## src/rtl/fp_issue_pkg.sv

```systemverilog
// Shared types and constants for the FP operand issuer: class codes,
// IEEE-754 single-precision field widths, FIFO entry payload and classifier.
package fp_issue_pkg;

  localparam int unsigned EXP_W  = 8;
  localparam int unsigned FRAC_W = 23;
  localparam int unsigned WORD_W = 1 + EXP_W + FRAC_W;
  localparam logic [EXP_W-1:0] EXP_MAX = 8'hFF;

  typedef enum logic [1:0] {
    CLS_NORMAL = 2'b00,
    CLS_ZERO   = 2'b01,
    CLS_INF    = 2'b10,
    CLS_NAN    = 2'b11
  } cls_e;

  typedef struct packed {
    logic [WORD_W-1:0] a;
    logic [WORD_W-1:0] b;
    logic              op;
  } fp_entry_t;

  // Operand-pair class, precedence NaN > infinity > zero/denormal; sign bits are not needed.
  function automatic cls_e classify(input logic [WORD_W-2:0] a, input logic [WORD_W-2:0] b);
    logic [EXP_W-1:0]  ea;
    logic [EXP_W-1:0]  eb;
    logic [FRAC_W-1:0] fa;
    logic [FRAC_W-1:0] fb;
    ea = a[FRAC_W +: EXP_W];
    eb = b[FRAC_W +: EXP_W];
    fa = a[FRAC_W-1:0];
    fb = b[FRAC_W-1:0];
    if ((ea == EXP_MAX && fa != '0) || (eb == EXP_MAX && fb != '0)) begin
      return CLS_NAN;
    end
    if (ea == EXP_MAX || eb == EXP_MAX) begin
      return CLS_INF;
    end
    if (ea == '0 || eb == '0) begin
      return CLS_ZERO;
    end
    return CLS_NORMAL;
  endfunction

endpackage

```

## src/rtl/fp_operand_issuer_if.sv

```systemverilog
// Operand-pair request channel: valid/ready handshake plus the two operands, op and tag.
interface fp_operand_issuer_if #(
  parameter int unsigned TAG_W = 4
);
  logic             in_valid;
  logic             in_ready;
  logic [31:0]      in_a;
  logic [31:0]      in_b;
  logic             in_op;
  logic [TAG_W-1:0] in_tag;

  modport master (output in_valid, output in_a, output in_b, output in_op, output in_tag,
                  input in_ready);
  modport slave  (input in_valid, input in_a, input in_b, input in_op, input in_tag,
                  output in_ready);
endinterface

```

## src/rtl/fp_operand_fifo.sv

```systemverilog
// Small circular operand buffer; full/empty decode from the registered count only.
module fp_operand_fifo #(
  parameter int unsigned DEPTH = 2,
  parameter int unsigned WIDTH = 69
) (
  input  logic             clk,
  input  logic             clear,
  input  logic             push_i,
  input  logic [WIDTH-1:0] wr_data_i,
  input  logic             pop_i,
  output logic [WIDTH-1:0] rd_data_o,
  output logic             full_o,
  output logic             empty_o
);

  localparam int unsigned PTR_W = (DEPTH > 1) ? $clog2(DEPTH) : 1;
  localparam int unsigned CNT_W = $clog2(DEPTH + 1);

  logic [WIDTH-1:0] mem_q [DEPTH];
  logic [PTR_W-1:0] wr_ptr_q, wr_ptr_d;
  logic [PTR_W-1:0] rd_ptr_q, rd_ptr_d;
  logic [CNT_W-1:0] count_q, count_d;
  logic             do_push;
  logic             do_pop;

  function automatic logic [PTR_W-1:0] ptr_inc(input logic [PTR_W-1:0] p);
    return (p == PTR_W'(DEPTH - 1)) ? '0 : p + PTR_W'(1);
  endfunction

  assign full_o    = (count_q == CNT_W'(DEPTH));
  assign empty_o   = (count_q == '0);
  assign do_push   = push_i && !full_o;
  assign do_pop    = pop_i && !empty_o;
  assign rd_data_o = mem_q[rd_ptr_q];

  always_comb begin
    wr_ptr_d = wr_ptr_q;
    rd_ptr_d = rd_ptr_q;
    count_d  = count_q;
    if (do_push) wr_ptr_d = ptr_inc(wr_ptr_q);
    if (do_pop)  rd_ptr_d = ptr_inc(rd_ptr_q);
    case ({do_push, do_pop})
      2'b10:   count_d = count_q + CNT_W'(1);
      2'b01:   count_d = count_q - CNT_W'(1);
      default: count_d = count_q;
    endcase
  end

  always_ff @(posedge clk or negedge clear) begin
    if (!clear) begin
      wr_ptr_q <= '0;
      rd_ptr_q <= '0;
      count_q  <= '0;
      for (int i = 0; i < int'(DEPTH); i++) mem_q[i] <= '0;
    end else begin
      wr_ptr_q <= wr_ptr_d;
      rd_ptr_q <= rd_ptr_d;
      count_q  <= count_d;
      if (do_push) mem_q[wr_ptr_q] <= wr_data_i;
    end
  end

endmodule

```

## src/rtl/fp_operand_issuer.sv

```systemverilog
// Front end of the FP add/sub pipeline: buffers operand pairs, unpacks and issues
// them under the shared load, and tracks valid/tag/class alongside the pipeline.
module fp_operand_issuer
  import fp_issue_pkg::*;
#(
  parameter int unsigned PIPE_DEPTH = 5,
  parameter int unsigned FIFO_DEPTH = 2,
  parameter int unsigned TAG_W      = 4
) (
  input  logic                 clk,
  input  logic                 clear,
  input  logic                 hold,
  fp_operand_issuer_if.slave   req,
  output logic [47:0]          mantise,
  output logic [15:0]          exponent,
  output logic                 op,
  output logic                 load,
  output logic                 res_valid,
  output logic [TAG_W-1:0]     res_tag,
  output logic [1:0]           res_class
);

  localparam int unsigned ENTRY_W = $bits(fp_entry_t) + TAG_W;

  logic [ENTRY_W-1:0] wr_data;
  logic [ENTRY_W-1:0] rd_data;
  fp_entry_t          head;
  logic [TAG_W-1:0]   head_tag;
  logic               full;
  logic               empty;
  logic               push;
  logic               pop;

  logic [47:0]        mantise_q, mantise_d;
  logic [15:0]        exponent_q, exponent_d;
  logic               op_q, op_d;
  logic [TAG_W-1:0]   tag_d;
  cls_e               cls_d;

  logic [PIPE_DEPTH:0] trk_v_q;
  logic [TAG_W-1:0]    trk_tag_q [PIPE_DEPTH+1];
  cls_e                trk_cls_q [PIPE_DEPTH+1];

  assign load         = !hold;
  assign req.in_ready = !full;
  assign push         = req.in_valid && !full;
  assign pop          = load && !empty;
  assign wr_data      = {req.in_a, req.in_b, req.in_op, req.in_tag};
  assign {head, head_tag} = rd_data;

  fp_operand_fifo #(
    .DEPTH (FIFO_DEPTH),
    .WIDTH (ENTRY_W)
  ) u_fifo (
    .clk       (clk),
    .clear     (clear),
    .push_i    (push),
    .wr_data_i (wr_data),
    .pop_i     (pop),
    .rd_data_o (rd_data),
    .full_o    (full),
    .empty_o   (empty)
  );

  // Unpack the head entry; an empty FIFO issues an all-zero bubble.
  always_comb begin
    mantise_d  = '0;
    exponent_d = '0;
    op_d       = 1'b0;
    tag_d      = '0;
    cls_d      = CLS_NORMAL;
    if (!empty) begin
      mantise_d  = {head.a[WORD_W-1], head.a[FRAC_W-1:0], head.b[WORD_W-1], head.b[FRAC_W-1:0]};
      exponent_d = {head.a[FRAC_W +: EXP_W], head.b[FRAC_W +: EXP_W]};
      op_d       = head.op;
      tag_d      = head_tag;
      cls_d      = classify(head.a[WORD_W-2:0], head.b[WORD_W-2:0]);
    end
  end

  always_ff @(posedge clk or negedge clear) begin
    if (!clear) begin
      mantise_q  <= '0;
      exponent_q <= '0;
      op_q       <= 1'b0;
      trk_v_q    <= '0;
      for (int i = 0; i <= int'(PIPE_DEPTH); i++) begin
        trk_tag_q[i] <= '0;
        trk_cls_q[i] <= CLS_NORMAL;
      end
    end else if (load) begin
      mantise_q    <= mantise_d;
      exponent_q   <= exponent_d;
      op_q         <= op_d;
      trk_v_q      <= {trk_v_q[PIPE_DEPTH-1:0], !empty};
      trk_tag_q[0] <= tag_d;
      trk_cls_q[0] <= cls_d;
      for (int i = 1; i <= int'(PIPE_DEPTH); i++) begin
        trk_tag_q[i] <= trk_tag_q[i-1];
        trk_cls_q[i] <= trk_cls_q[i-1];
      end
    end
  end

  assign mantise   = mantise_q;
  assign exponent  = exponent_q;
  assign op        = op_q;
  assign res_valid = trk_v_q[PIPE_DEPTH];
  assign res_tag   = trk_tag_q[PIPE_DEPTH];
  assign res_class = 2'(trk_cls_q[PIPE_DEPTH]);

endmodule

```

## src/flat_wrapper.sv

```systemverilog
// flat-port wrapper written by rule: the top's interface ports become plain ports
module fp_operand_issuer_flat import fp_issue_pkg::*;
#(
  parameter int unsigned PIPE_DEPTH = 5,
  parameter int unsigned FIFO_DEPTH = 2,
  parameter int unsigned TAG_W      = 4
)
  (clk, clear, hold, mantise, exponent, op, load, res_valid, res_tag, res_class, req_in_valid, req_in_a, req_in_b, req_in_op, req_in_tag, req_in_ready);
  fp_operand_issuer_if #(.TAG_W(TAG_W)) req_i ();
  input  logic clk;
  input  logic clear;
  input  logic hold;
  output logic [47:0] mantise;
  output logic [15:0] exponent;
  output logic op;
  output logic load;
  output logic res_valid;
  output logic [TAG_W-1:0] res_tag;
  output logic [1:0] res_class;
  input wire logic [$bits(req_i.in_valid)-1:0] req_in_valid;
  input wire logic [$bits(req_i.in_a)-1:0] req_in_a;
  input wire logic [$bits(req_i.in_b)-1:0] req_in_b;
  input wire logic [$bits(req_i.in_op)-1:0] req_in_op;
  input wire logic [$bits(req_i.in_tag)-1:0] req_in_tag;
  output wire logic [$bits(req_i.in_ready)-1:0] req_in_ready;
  assign req_i.in_valid = req_in_valid;
  assign req_i.in_a = req_in_a;
  assign req_i.in_b = req_in_b;
  assign req_i.in_op = req_in_op;
  assign req_i.in_tag = req_in_tag;
  assign req_in_ready = req_i.in_ready;
  fp_operand_issuer #(.PIPE_DEPTH(PIPE_DEPTH), .FIFO_DEPTH(FIFO_DEPTH), .TAG_W(TAG_W)) u_core (.clk(clk), .clear(clear), .hold(hold), .req(req_i), .mantise(mantise), .exponent(exponent), .op(op), .load(load), .res_valid(res_valid), .res_tag(res_tag), .res_class(res_class));
endmodule
```

## config.mk

```make
export PLATFORM = sky130hd
export DESIGN_NAME = fp_operand_issuer_flat
export DESIGN_NICKNAME = d
export VERILOG_FILES = /design/src/rtl/fp_issue_pkg.sv /design/src/rtl/fp_operand_issuer_if.sv /design/src/rtl/fp_operand_fifo.sv /design/src/rtl/fp_operand_issuer.sv /design/src/flat_wrapper.sv
export SDC_FILE = /design/constraint.sdc
export NUM_CORES = 1
export LEC_CHECK = 0
export CORE_UTILIZATION = 59
export CTS_CLUSTER_DIAMETER = 150
export DETAILED_ROUTE_END_ITERATION = 8
export PLACE_DENSITY = 0.81
export SLEW_MARGIN = 20
export SYNTH_ARGS = -nofsm -noshare
export SYNTH_HDL_FRONTEND = slang
export SYNTH_SLANG_ARGS = --single-unit
```

## constraint.sdc

```tcl
create_clock -name clk -period 4.8 [get_ports clk]
set_clock_uncertainty 0.2 [all_clocks]
set_input_delay 0.96 -clock clk [delete_from_list [all_inputs] [get_ports clk]]
set_output_delay 0.96 -clock clk [all_outputs]
set_load 0.05 [all_outputs]
```

==> results.yml <==
route:
  routed_wl_um: 22200
  vias_per_cell: 5.81
  wire_per_inst_um: 19.5
  final_antenna_net_count: 0
  drtIter0Drc: 383
  drt-met1-wl_um: 9620
  via_count: 6607
  highest_layer: "met4"
  met3WireLength_um: 1130
  first_pass_iters: 4
  drcViolationCount: 0
  dr_wl_met2_um: 11000
pwr:
  powerDensity_nw_per_um2: 755
  total_power_uw: 9620
  p_leak_uw: 0.00550
  max-vdd-ir-drop_uv: 544
placed_design:
  portBuffers: 146
  dpl-instance-area_um2: 11900
  hpwl_um: 14600
  gp_congestion: 0.883
  place_ws_ns: 1.51
global_route:
  grt_use_total: 0.258
  grt_pass1_wl_um: 36600
  grt_max_degree: 113
  grt_overflow: 0
  grt_antenna_before_repair: 0
  grt_pass1_vias: 7115
logic_synthesis:
  synth.distinct_cells: 35
  synth.yosys.seq_area_share: 0.605
  synthesis.area_um2: 10300
  synth_edf_count: 0
  yosysWarnings: 0
  synthCells: 768
  syn_nets: 842
  syn_area_per_cell_um2: 13.4
  synth_seq_cells: 249
  ys_dominant_reg_cell: "dfrtp_1"
  async_reset_ff_frac: 1.00
sta:
  max_freq_ghz: 0.313
  period_share: 0.666
  worst_pin_slew_ns: 1.07
  slew_viol_final: 0
  setup_slack_ns: 1.60
  tns_ns: 0
  slew_headroom: 0.289
  setup_viol: 0
  fin_crit_ns: 3.20
  finalHoldViolCount: 0
  rsz0062_at_grt: "false"
die:
  dieArea_um2: 18000
  core_area_um2: 16800
  die_x_um: 134
  die-height_um: 134
  start_util: 0.613
  rows: 47
  io_pins: 147
cts:
  cts_setup_buffers: 0
  cts.path.max_buffers: 3
  cts_hold_buf: 0
  numCtsBuffers: 25
  cts.reportedPaths.clkPinSlew_ns: 0.06
  root_buffer: "clkbuf_16"
  cts_resized: 0
  cts_max_level: 1
  cts_tree: "yes"
  cts.sinks: 249
  clock_latency_ns: 0.51
run:
  maxCapViolCount: 0
cells_and_area:
  insertedDiodeCount: 0
  final_nets: 974
  area.growth.synth_to_final_pct: 23.8
  n_fill_cell: 1067
  fin_area_um2: 12800
  drive_gt1_frac: 0.251
  final_core_util: 0.758
hold_path:
  hp-start: "u_core.trk_tag_q[20]"
  min_path_type: "register to register"
critical_path:
  cp.arrival_ns: 2.04
  crit_path_max_fanout: 2
  setup.worst_path.start: "hold"
  r2r-start: "u_core.u_fifo.rd_ptr_q"
  worst_setup_path_end_kind: "primary output"
  start_kind: "input pin"
  cp_data_required_time_ns: 3.64
  crit_type: "input pin to primary output"
status:
  run_status: "complete, no violations"
[where the power goes]
part,switching (uW),internal [uW]
clock,780,1250
sequential,887,3110
combinational,1930,1670
[worst max-delay path: stages]
cell             delay, ns
buf_4                 0.13
inv_1                 0.12
clkdlybuf4s50_1       0.83
[cell usage in the layout, fill, tap and decap left out, types with 2 or more instances in the layout]
cell type	Yosys	final
nor4_1	24	24
nor2_1	5	5
nand4_1	8	8
nor4b_1	3	3
a32oi_1	2	2
nand3_1	6	5
or4_1	2	2
and3_1	2	2
buf_12	0	2
xnor2_1	4	4
mux2_2	173	173
clkinv_2	0	3
clkbuf_1	17	4
bufinv_16	0	4
mux2i_1	67	67
dfrtp_1	249	248
nand2_1	79	79
clkinvlp_4	0	4
buf_4	8	7
o21ai_0	72	72
a21oi_1	4	4
clkbuf_16	0	25
inv_1	2	2
clkdlybuf4s50_1	0	144
nor2b_1	3	3
clkbuf_8	3	5
[layout make-up]
cell class,instances,area (um2),area share
Clock inverter,11,165,0.0130
Sequential cell,249,6230,0.489
Multi-Input combinational cell,468,3810,0.299
Inverter,2,7.51,0.000589
Tap cell,220,275,0.0216
Timing Repair Buffer,154,1550,0.121
Clock buffer,34,709,0.0556
[path summary, 6_finish.rpt]
path,end,slack (ns),cells after the start
max,load,1.60,3
min,u_core.trk_tag_q[20],0.28,2
max reg2reg,u_core.trk_cls_q[10],1.86,6
min reg2reg,u_core.trk_tag_q[20],0.28,2
max in group asynchronous,u_core.mantise[22],2.90,2
min in group asynchronous,u_core.trk_tag_q[12],0.29,1
[per-layer routing]
layer	vias to the layer above	global-route usage
met3	35	0.0461
met1	3393	0.341
met4	0	0.0705
met2	175	0.442
li1	3004	-
met5	-	0
[cells in the mapped netlist, drive strengths merged (2+ instances only)]
master / count / share of area
a21oi: 4 / 0.0019
xnor2: 4 / 0.0034
nand2: 79 / 0.029
and3: 2 / 0.0012
or4: 3 / 0.0025
mux2i: 67 / 0.065
nor2: 6 / 0.0024
mux2: 173 / 0.19
inv: 2 / 0.00073
buf: 29 / 0.017
nand4: 8 / 0.0049
nor4b: 3 / 0.0026
clkbuf: 20 / 0.010
o21ai: 74 / 0.036
a32oi: 2 / 0.0017
nand3: 6 / 0.0029
nor2b: 3 / 0.0018
dfrtp: 249 / 0.60
nor4: 25 / 0.016
[flip-flops by register name, summed over array words and instances (netlist names)]
register,flops
u_core.u_fifo.rd_ptr_q,1
u_core.trk_cls_q,10
u_core.trk_v_q,6
u_core.u_fifo.mem_q,138
u_core.res_tag,4
u_core.trk_tag_q,20
u_core.u_fifo.count_q,2
u_core.exponent,16
u_core.op,1
u_core.mantise,48
u_core.u_fifo.wr_ptr_q,1
u_core.res_class,2
[stage by stage]
step                hold slack, ns  cells
floorplan                    0.245    768
global placement             0.259   1093
detailed placement           0.273   1093
CTS                          0.288   1138
global route                 0.313   1138
finish                       0.285   1138
[kinds of logic (layout without fill, tap and decap cells)]
family | after synthesis | count (layout) | synth area share
AO/OA/AOI/OAI | 84 | 84 | 0.0425
XOR/XNOR | 5 | 5 | 0.00425
adder cells (fa/ha/maj) | 1 | 1 | 0.00121
buffers and inverters | 51 | 201 | 0.0282
flip-flops | 249 | 249 | 0.605
multiplexers | 240 | 240 | 0.254
AND/OR/NAND/NOR | 138 | 138 | 0.0649
Power figures use the tool's default switching activity.
